$ cat config.mk
export PLATFORM = sky130hd
export DESIGN_NAME = ext_dev_buffer
export DESIGN_NICKNAME = d
export VERILOG_FILES = /design/src/rtl/ext_dev_buffer.sv
export SDC_FILE = /design/constraint.sdc
export NUM_CORES = 1
export LEC_CHECK = 0
export ABC_AREA = 0
export BUFFER_PORTS_ARGS = -buffer_cell sky130_fd_sc_hd__buf_4
export CAP_MARGIN = 20
export CORE_MARGIN = 1.5
export CORE_UTILIZATION = 53
export DETAILED_ROUTE_END_ITERATION = 8
export GPL_TIMING_DRIVEN = 0
export PLACE_DENSITY = 0.87
export SLEW_MARGIN = 0
export SYNTH_ARGS = -nofsm -noshare
export SYNTH_HDL_FRONTEND = slang
export SYNTH_SLANG_ARGS = --single-unit
$ cat constraint.sdc
create_clock -name CLK -period 5.9 [get_ports CLK]
set_input_delay 0.295 -clock CLK [delete_from_list [all_inputs] [get_ports CLK]]
set_output_delay 0.295 -clock CLK [all_outputs]
set_load 0.03 [all_outputs]
$ cat src/rtl/ext_dev_buffer.sv
// 12-word external-device buffer feeding DMA; counts down after start, then raises dev_interrupt.
// Latency: dev_interrupt first high TRIGGER_DELAY+1 cycles after the start edge; edata is combinational from offset.
// Backpressure: buffer frozen outside IDLE until dma_done; EXT_DEV_AUTO_REARM_EN re-arms the countdown from DONE.
module ext_dev_buffer #(
  parameter int WORD_SIZE        = 16,
  parameter int MEMORY_BANDWIDTH = 64,
  parameter int BUF_WORDS        = 12,
  parameter int TRIGGER_DELAY    = 200
) (
  input  logic                        CLK,
  input  logic                        RESET,
  input  logic                        wr_en,
  input  logic [3:0]                  wr_idx,
  input  logic [WORD_SIZE-1:0]        wr_data,
  input  logic                        start,
  input  logic                        int_ack,
  input  logic [1:0]                  offset,
  input  logic                        dma_done,
  output logic [MEMORY_BANDWIDTH-1:0] edata,
  output logic                        dev_interrupt,
  output logic                        busy,
  output logic                        err
);

  typedef enum logic [2:0] {IDLE, COUNT, REQ, XFER, DONE} state_t;

  localparam logic [9:0] RELOAD = 10'(TRIGGER_DELAY - 1);

  state_t               state, state_nxt;
  logic [9:0]           cnt, cnt_nxt;
  logic                 dev_int_nxt;
  logic                 proto_err;
  logic                 idx_ok;
  logic                 wr_ok;
  logic                 start_in_done_ok;
  logic [3:0]           base;
  logic [WORD_SIZE-1:0] mem [BUF_WORDS];

  assign idx_ok = (wr_idx < 4'(BUF_WORDS));
  assign wr_ok  = (state == IDLE) && wr_en && idx_ok;
  assign busy   = (state != IDLE);

`ifdef EXT_DEV_AUTO_REARM_EN
  assign start_in_done_ok = 1'b1;
`else
  assign start_in_done_ok = 1'b0;
`endif

  always_comb begin
    state_nxt   = state;
    cnt_nxt     = cnt;
    dev_int_nxt = dev_interrupt;
    case (state)
      IDLE: begin
        if (start) begin
          state_nxt = COUNT;
          cnt_nxt   = RELOAD;
        end
      end
      COUNT: begin
        if (cnt == 10'd0) state_nxt = REQ;
        else              cnt_nxt   = cnt - 10'd1;
      end
      REQ: begin
        // Interrupt rises one cycle after entering REQ, giving TRIGGER_DELAY+1 total latency.
        dev_int_nxt = 1'b1;
        if (int_ack) begin
          state_nxt   = XFER;
          dev_int_nxt = 1'b0;
        end
      end
      XFER: begin
        if (dma_done) state_nxt = DONE;
      end
      DONE: begin
`ifdef EXT_DEV_AUTO_REARM_EN
        state_nxt = COUNT;
        cnt_nxt   = RELOAD;
`else
        state_nxt = IDLE;
`endif
      end
      default: state_nxt = IDLE;
    endcase
  end

  always_comb begin
    proto_err = 1'b0;
    if (wr_en && ((state != IDLE) || !idx_ok))                              proto_err = 1'b1;
    if (start && (state != IDLE) && !((state == DONE) && start_in_done_ok)) proto_err = 1'b1;
    if (int_ack && (state != REQ))                                          proto_err = 1'b1;
    if (dma_done && (state != XFER))                                        proto_err = 1'b1;
    if ((state == XFER) && (offset == 2'd3))                                proto_err = 1'b1;
  end

  always_ff @(posedge CLK or posedge RESET) begin
    if (RESET) begin
      state         <= IDLE;
      cnt           <= 10'd0;
      dev_interrupt <= 1'b0;
      err           <= 1'b0;
    end else begin
      state         <= state_nxt;
      cnt           <= cnt_nxt;
      dev_interrupt <= dev_int_nxt;
      if (proto_err) err <= 1'b1;
    end
  end

  always_ff @(posedge CLK or posedge RESET) begin
    if (RESET) begin
      for (int i = 0; i < BUF_WORDS; i++) mem[i] <= '0;
    end else if (wr_ok) begin
      mem[wr_idx] <= wr_data;
    end
  end

  assign base = {offset, 2'b00};

  always_comb begin
    edata = '0;
    if (offset != 2'd3)
      edata = {mem[base + 4'd3], mem[base + 4'd2], mem[base + 4'd1], mem[base]};
  end

endmodule

# ---- Yosys cells after proc, flatten, opt, wreduce, memory -nomap -nowiden
# Index checks and enable logic that the tools add are counted.
dict set report word_totals {
  register_bits 207
  in_bits 28
  out_inout_bits 67
  wordCells 90
}
dict set report classes {
  add_sub_neg 4
  n_lt_le_gt_ge 7
  eq_ne 12
  mux 30
  bitwise_logic 5
  n_reduce_logical 16
}
# cell count
set ops {}
lappend ops {{$bmux W16 S4} 4}
lappend ops {{$bwmux W192} 1}
lappend ops {{$mux W16} 9}
lappend ops {{$demux W16 S4} 1}
lappend ops {{$mux W64} 1}
lappend ops {{$ge A5 B5 Y1 const B} 5}
lappend ops {{$not A4 Y5} 5}
lappend ops {{$mux W10} 2}
lappend ops {{$pmux W10 S2} 1}
lappend ops {{$mux W3} 4}
lappend ops {{$ne A2 B2 Y1 const B} 6}
lappend ops {{$pmux W3 S4} 1}
lappend ops {{$logic_not A10 Y1} 1}
lappend ops {{$sub A10 B1 Y10 const B} 1}
lappend ops {{$add A4 B2 Y4 const B} 2}
lappend ops {{$logic_and A1 B1 Y1} 8}
lappend ops {{$eq A3 B2 Y1 const B} 2}
lappend ops {{$mux W1} 6}
lappend ops {{$ne A3 B2 Y1 const B} 2}
lappend ops {{$lt A5 B1 Y1 const B} 1}
lappend ops {{$add A4 B1 Y4 const B} 1}
lappend ops {{$lt A4 B4 Y1 const B} 1}
lappend ops {{$reduce_and A4 Y1} 1}
lappend ops {{$eq A3 B1 Y1 const B} 1}
lappend ops {{other kinds (7)} 7}

# ---- Depth between registers and ports, before layout
dict set report logic_depth {
  word_depth 9
  depth_mapped 8
  mapped_depth_nobuf 6
}

# ---- Least setup slack after synthesis
# Ideal clock, no wire load.
dict set report synth_path {
  path_type {register to register}
  start {register state[2]}
  end {register mem[16] (netlist name)}
  setup_time_ns 0.125
  arrival_time_ns 2.175
  required_ns 5.775
  path_slack_ns 3.600
  path_stages_with_launch 8
  path_buffers 4
  synth_period_minus_slack_ns 2.300
  cell_sequence {dfrtp_1 -> buf_6 -> or4b_4 -> buf_6 -> or4b_1 -> buf_6 -> buf_8 -> mux2_4}
}
dict set report synth_between {
  elab_chain_cells 3
}
# element line_no
set synth_rtl {}
lappend synth_rtl {{start, declared} 29} ;# state_t state, state_nxt;
lappend synth_rtl {{start signal, assigned} 103} ;# state <= state_nxt;
lappend synth_rtl {{$logic_not A3 Y1} 40} ;# assign wr_ok = (state == IDLE) && wr_en && idx_ok;
lappend synth_rtl {{$logic_and A1 B1 Y1 (2 in series)} 40}
lappend synth_rtl {{end signal, assigned by index} 114} ;# mem[wr_idx] <= wr_data;
lappend synth_rtl {{end, declared} 37} ;# logic [WORD_SIZE-1:0] mem [BUF_WORDS];
# Every way passes these cells.
# A chain may end at the register's enable or synchronous reset.

# ---- Worst setup path in the final report
dict set report layout_path {
  start {input port offset[1]}
  end {output port edata[23]}
}
dict set report layout_between {
  elab_chain_cells 6
  elab_cells_between_ends 7
  cone_classes {1 x add/sub; 1 x eq/ne; 4 x mux; 1 x bitwise}
}
# element line_no
set layout_rtl {}
lappend layout_rtl {{start, declared} 17} ;# input logic [1:0] offset,
lappend layout_rtl {{$add A4 B1 Y4} 123} ;# edata = {mem[base + 4'd3], mem[base + 4'd2], mem[base + 4'd1], mem[base]};
lappend layout_rtl {{$not A4 Y5 (implied by the code)} 123}
lappend layout_rtl {{$bmux W16 S4} 123}
lappend layout_rtl {{$mux W16 (implied by the code) (2 in series)} 123}
lappend layout_rtl {{$mux W64 *} 122} ;# if (offset != 2'd3)
lappend layout_rtl {{end, declared} 19} ;# output logic [MEMORY_BANDWIDTH-1:0] edata,
# Mark *: on every way between the ends. The rest lies on a longest branch, timed or not. The select of a mux whose other input is x is not followed.

==> results.toml <==
[die]
io_pins = 95
core_mm2 = 0.0174
dieArea_mm2 = 0.0186
die_h_um = 136
start_util_pct = 54.4
std_cell_rows = 48
die_w_um = 136

[drt]
drtAntennaViolNets = 0
vias = 6376
firstDrtPassIters = 5
drt_wl_total_um = 22100
wire_per_inst_um = 19.9
vias_per_cell = 5.74
drtIter0Drc = 420
drc_errors = 0

[global_routing]
grt_pass1_wl_um = 35200
use_met2_pct = 41.9
busiest_layer = "met2"
grt_pass1_vias = 6636
antenna_found_initial = 0
grt_max_degree = 43
globalRouteTotalUtil_pct = 24.5
globalRouteMet1Util_pct = 32.0
grt_overflow = 0
met3_usage_pct = 3.69

[setup_path]
criticalPathCategory = "in2out"
crit_path_end_kind = "output port"
crit_path_max_fanout = 10
crit_path_start_kind = "input pin"
worstPathArrival_ns = 2.51
required_ns = 5.61

[cts]
ctsResizeCount = 0
clock_path_buffers = 3
post_cts_buffers = 0
numCtsBuffers = 22
cts_tree = "done"
cts_max_level = 1
clkTransAtPathRegs_ns = 0.06
cts_root_buffer = "clkbuf_16"
clk_latency_ns = 0.49
cts-hold-fix-buffers = 1
clock_sinks = 207

[layout]
synthToLayoutAreaGrowth_pct = 19.5
nets = 900
final_layout_size_suffix_gt1_share_pct = 39.1
antenna_cells = 0
layout.cells.non_filler = 1110

[sta]
fin_crit_ns = 2.80
finClkSkew_ns = 0.00874
tightest_slew_ns = 1.03
fmax_mhz = 357
timing.final.crit_share_pct = 47.5
tns_ns = 0
hold_viol_final = 0
setup_viol = 0
rsz0062_at_grt = "no"
slew_headroom_pct = 30.3
slew_violations = 0

[yosys]
ys_seq_area_share_pct = 54.9
async_flop_share_pct = 100
synth_edf_count = 0
ys_types = 46
syn_area_per_cell_um2 = 12.6
syn_area_mm2 = 0.00944
netlist_instances = 748
ys.warnings.count = 0
synth-seq-cells = 207
syn_nets = 777
synth_top_flop_cell = "dfrtp_1"

[run_status]
outcome = "finished, final reports clean"

[placed_design]
hpwlAfterDp_um = 15200
port-buffer-count = 92
gp_congestion = 0.803
dp_cells = 1071

[flow_run]
maxCapViolCount = 0

[power_and_ir_drop]
leakagePower_nw = 5.63
p_per_area_mw_per_mm2 = 348
peakVddDrop_uv = 207

[worst_hold_path]
worst_hold_path_type = "in2reg"
-- synth_stat cells (2+ instances only) --
| library cell | count | area share, % |
|---|---|---|
| o22ai_1 | 2 | 0.13 |
| inv_1 | 5 | 0.20 |
| nor2b_1 | 4 | 0.26 |
| clkbuf_1 | 38 | 1.5 |
| buf_2 | 9 | 0.48 |
| a31oi_1 | 3 | 0.20 |
| nand2b_1 | 2 | 0.13 |
| nand4_1 | 2 | 0.13 |
| buf_1 | 7 | 0.28 |
| buf_6 | 3 | 0.36 |
| nand2_1 | 79 | 3.1 |
| dfrtp_1 | 207 | 55 |
| and2_1 | 3 | 0.20 |
| mux2_4 | 10 | 1.6 |
| or3_1 | 2 | 0.13 |
| a21oi_1 | 6 | 0.32 |
| mux2i_1 | 65 | 6.9 |
| o31ai_1 | 2 | 0.16 |
| or3b_2 | 2 | 0.19 |
| o21ai_0 | 70 | 3.7 |
| nor3_1 | 4 | 0.21 |
| nor2_1 | 11 | 0.44 |
| nor3_2 | 2 | 0.21 |
| nand3_1 | 4 | 0.21 |
| nor3b_1 | 3 | 0.24 |
| mux2_2 | 183 | 22 |
-- kinds of logic (layout without fill, tap and decap cells) --
logic type,Yosys count,count (layout),synth area share [%]
AO/OA/AOI/OAI,90,90,5.17
buffers and inverters,64,201,3.06
AND/OR/NAND/NOR,128,128,6.48
flip-flops,207,207,54.9
multiplexers,258,258,30.3
adder cells (fa/ha/maj),1,1,0.132
-- metal layers --
metal	wire (um)	part of all wire, %
met1	9020	41
met2	11200	51
met3	1230	5.6
met4	619	2.8
met5	0	0
-- worst max-delay path, cell delays in order --
cell and delay [ns]:
buf_4 0.09, clkbuf_1 0.58, buf_1 0.79, mux2i_1 0.20, o21ai_0 0.32, buf_4 0.22
-- cell type report --
type	instances	area (um2)
inverter	5	22.5
tap	225	282
fill	1287	6080
multi-input combinational	477	3970
sequential	207	5180
clock inverter	6	91.3
buffer	59	270
timing repair buffer	99	821
clock buffer	32	639
-- flip-flops by register name, summed over array words and instances (netlist names) --
name	cells
state	3
cnt	10
mem	192
err	1
dev_interrupt	1
-- per-stage QoR --
stage               instance area (um2)  power (mW)  utilization (%)  hold WS (ns)  worst slack (ns)
CTS                               11300        3.95             65.0        0.0214              3.15
global route                      11300        4.09             65.0        0.0463              2.99
finish                            11300        3.92             65.0        0.0335              3.10
global placement                  10400        2.50             60.0         0.479              1.78
floorplan                          9450        2.30                -         0.402              2.92
detailed placement                10500        2.55             60.7         0.479              3.18
-- power breakdown --
group	total, mW	internal (mW)	switching, mW
logic	0.748	0.348	0.400
registers	1.79	1.65	0.138
clock network	1.39	0.840	0.547
total	3.92	2.84	1.08
-- cells in the final DEF (no fill, tap or decap), types with 3 or more instances in the layout --
master,instances
clkbuf_1,44
nand2_1,79
nor3_1,4
buf_4,93
nor2b_1,4
a31oi_1,3
buf_1,7
nand3_1,4
clkbuf_8,3
o21ai_0,70
mux2i_1,65
clkbuf_16,23
buf_12,6
a21oi_1,6
mux2_2,183
and2_1,3
buf_6,3
buf_2,9
clkinv_2,3
mux2_4,10
nor3b_1,3
dfrtp_1,207
inv_1,4
nor2_1,11
-- path summary, 6_finish.rpt --
kind / from / endpoint / slack [ns] / cells after the start
worst max-delay path: offset[1] / edata[23] / 3.10 / 6
worst min-delay path: int_ack / dev_interrupt / 0.03 / 2
worst max register to register: state[2] / mem[136] / 3.18 / 7
worst min register to register: dev_interrupt / dev_interrupt / 0.49 / 2
max in group asynchronous: RESET / mem[179] / 4.54 / 5
min in group asynchronous: RESET / cnt[6] / 0.51 / 3
Power figures use the tool's default switching activity.
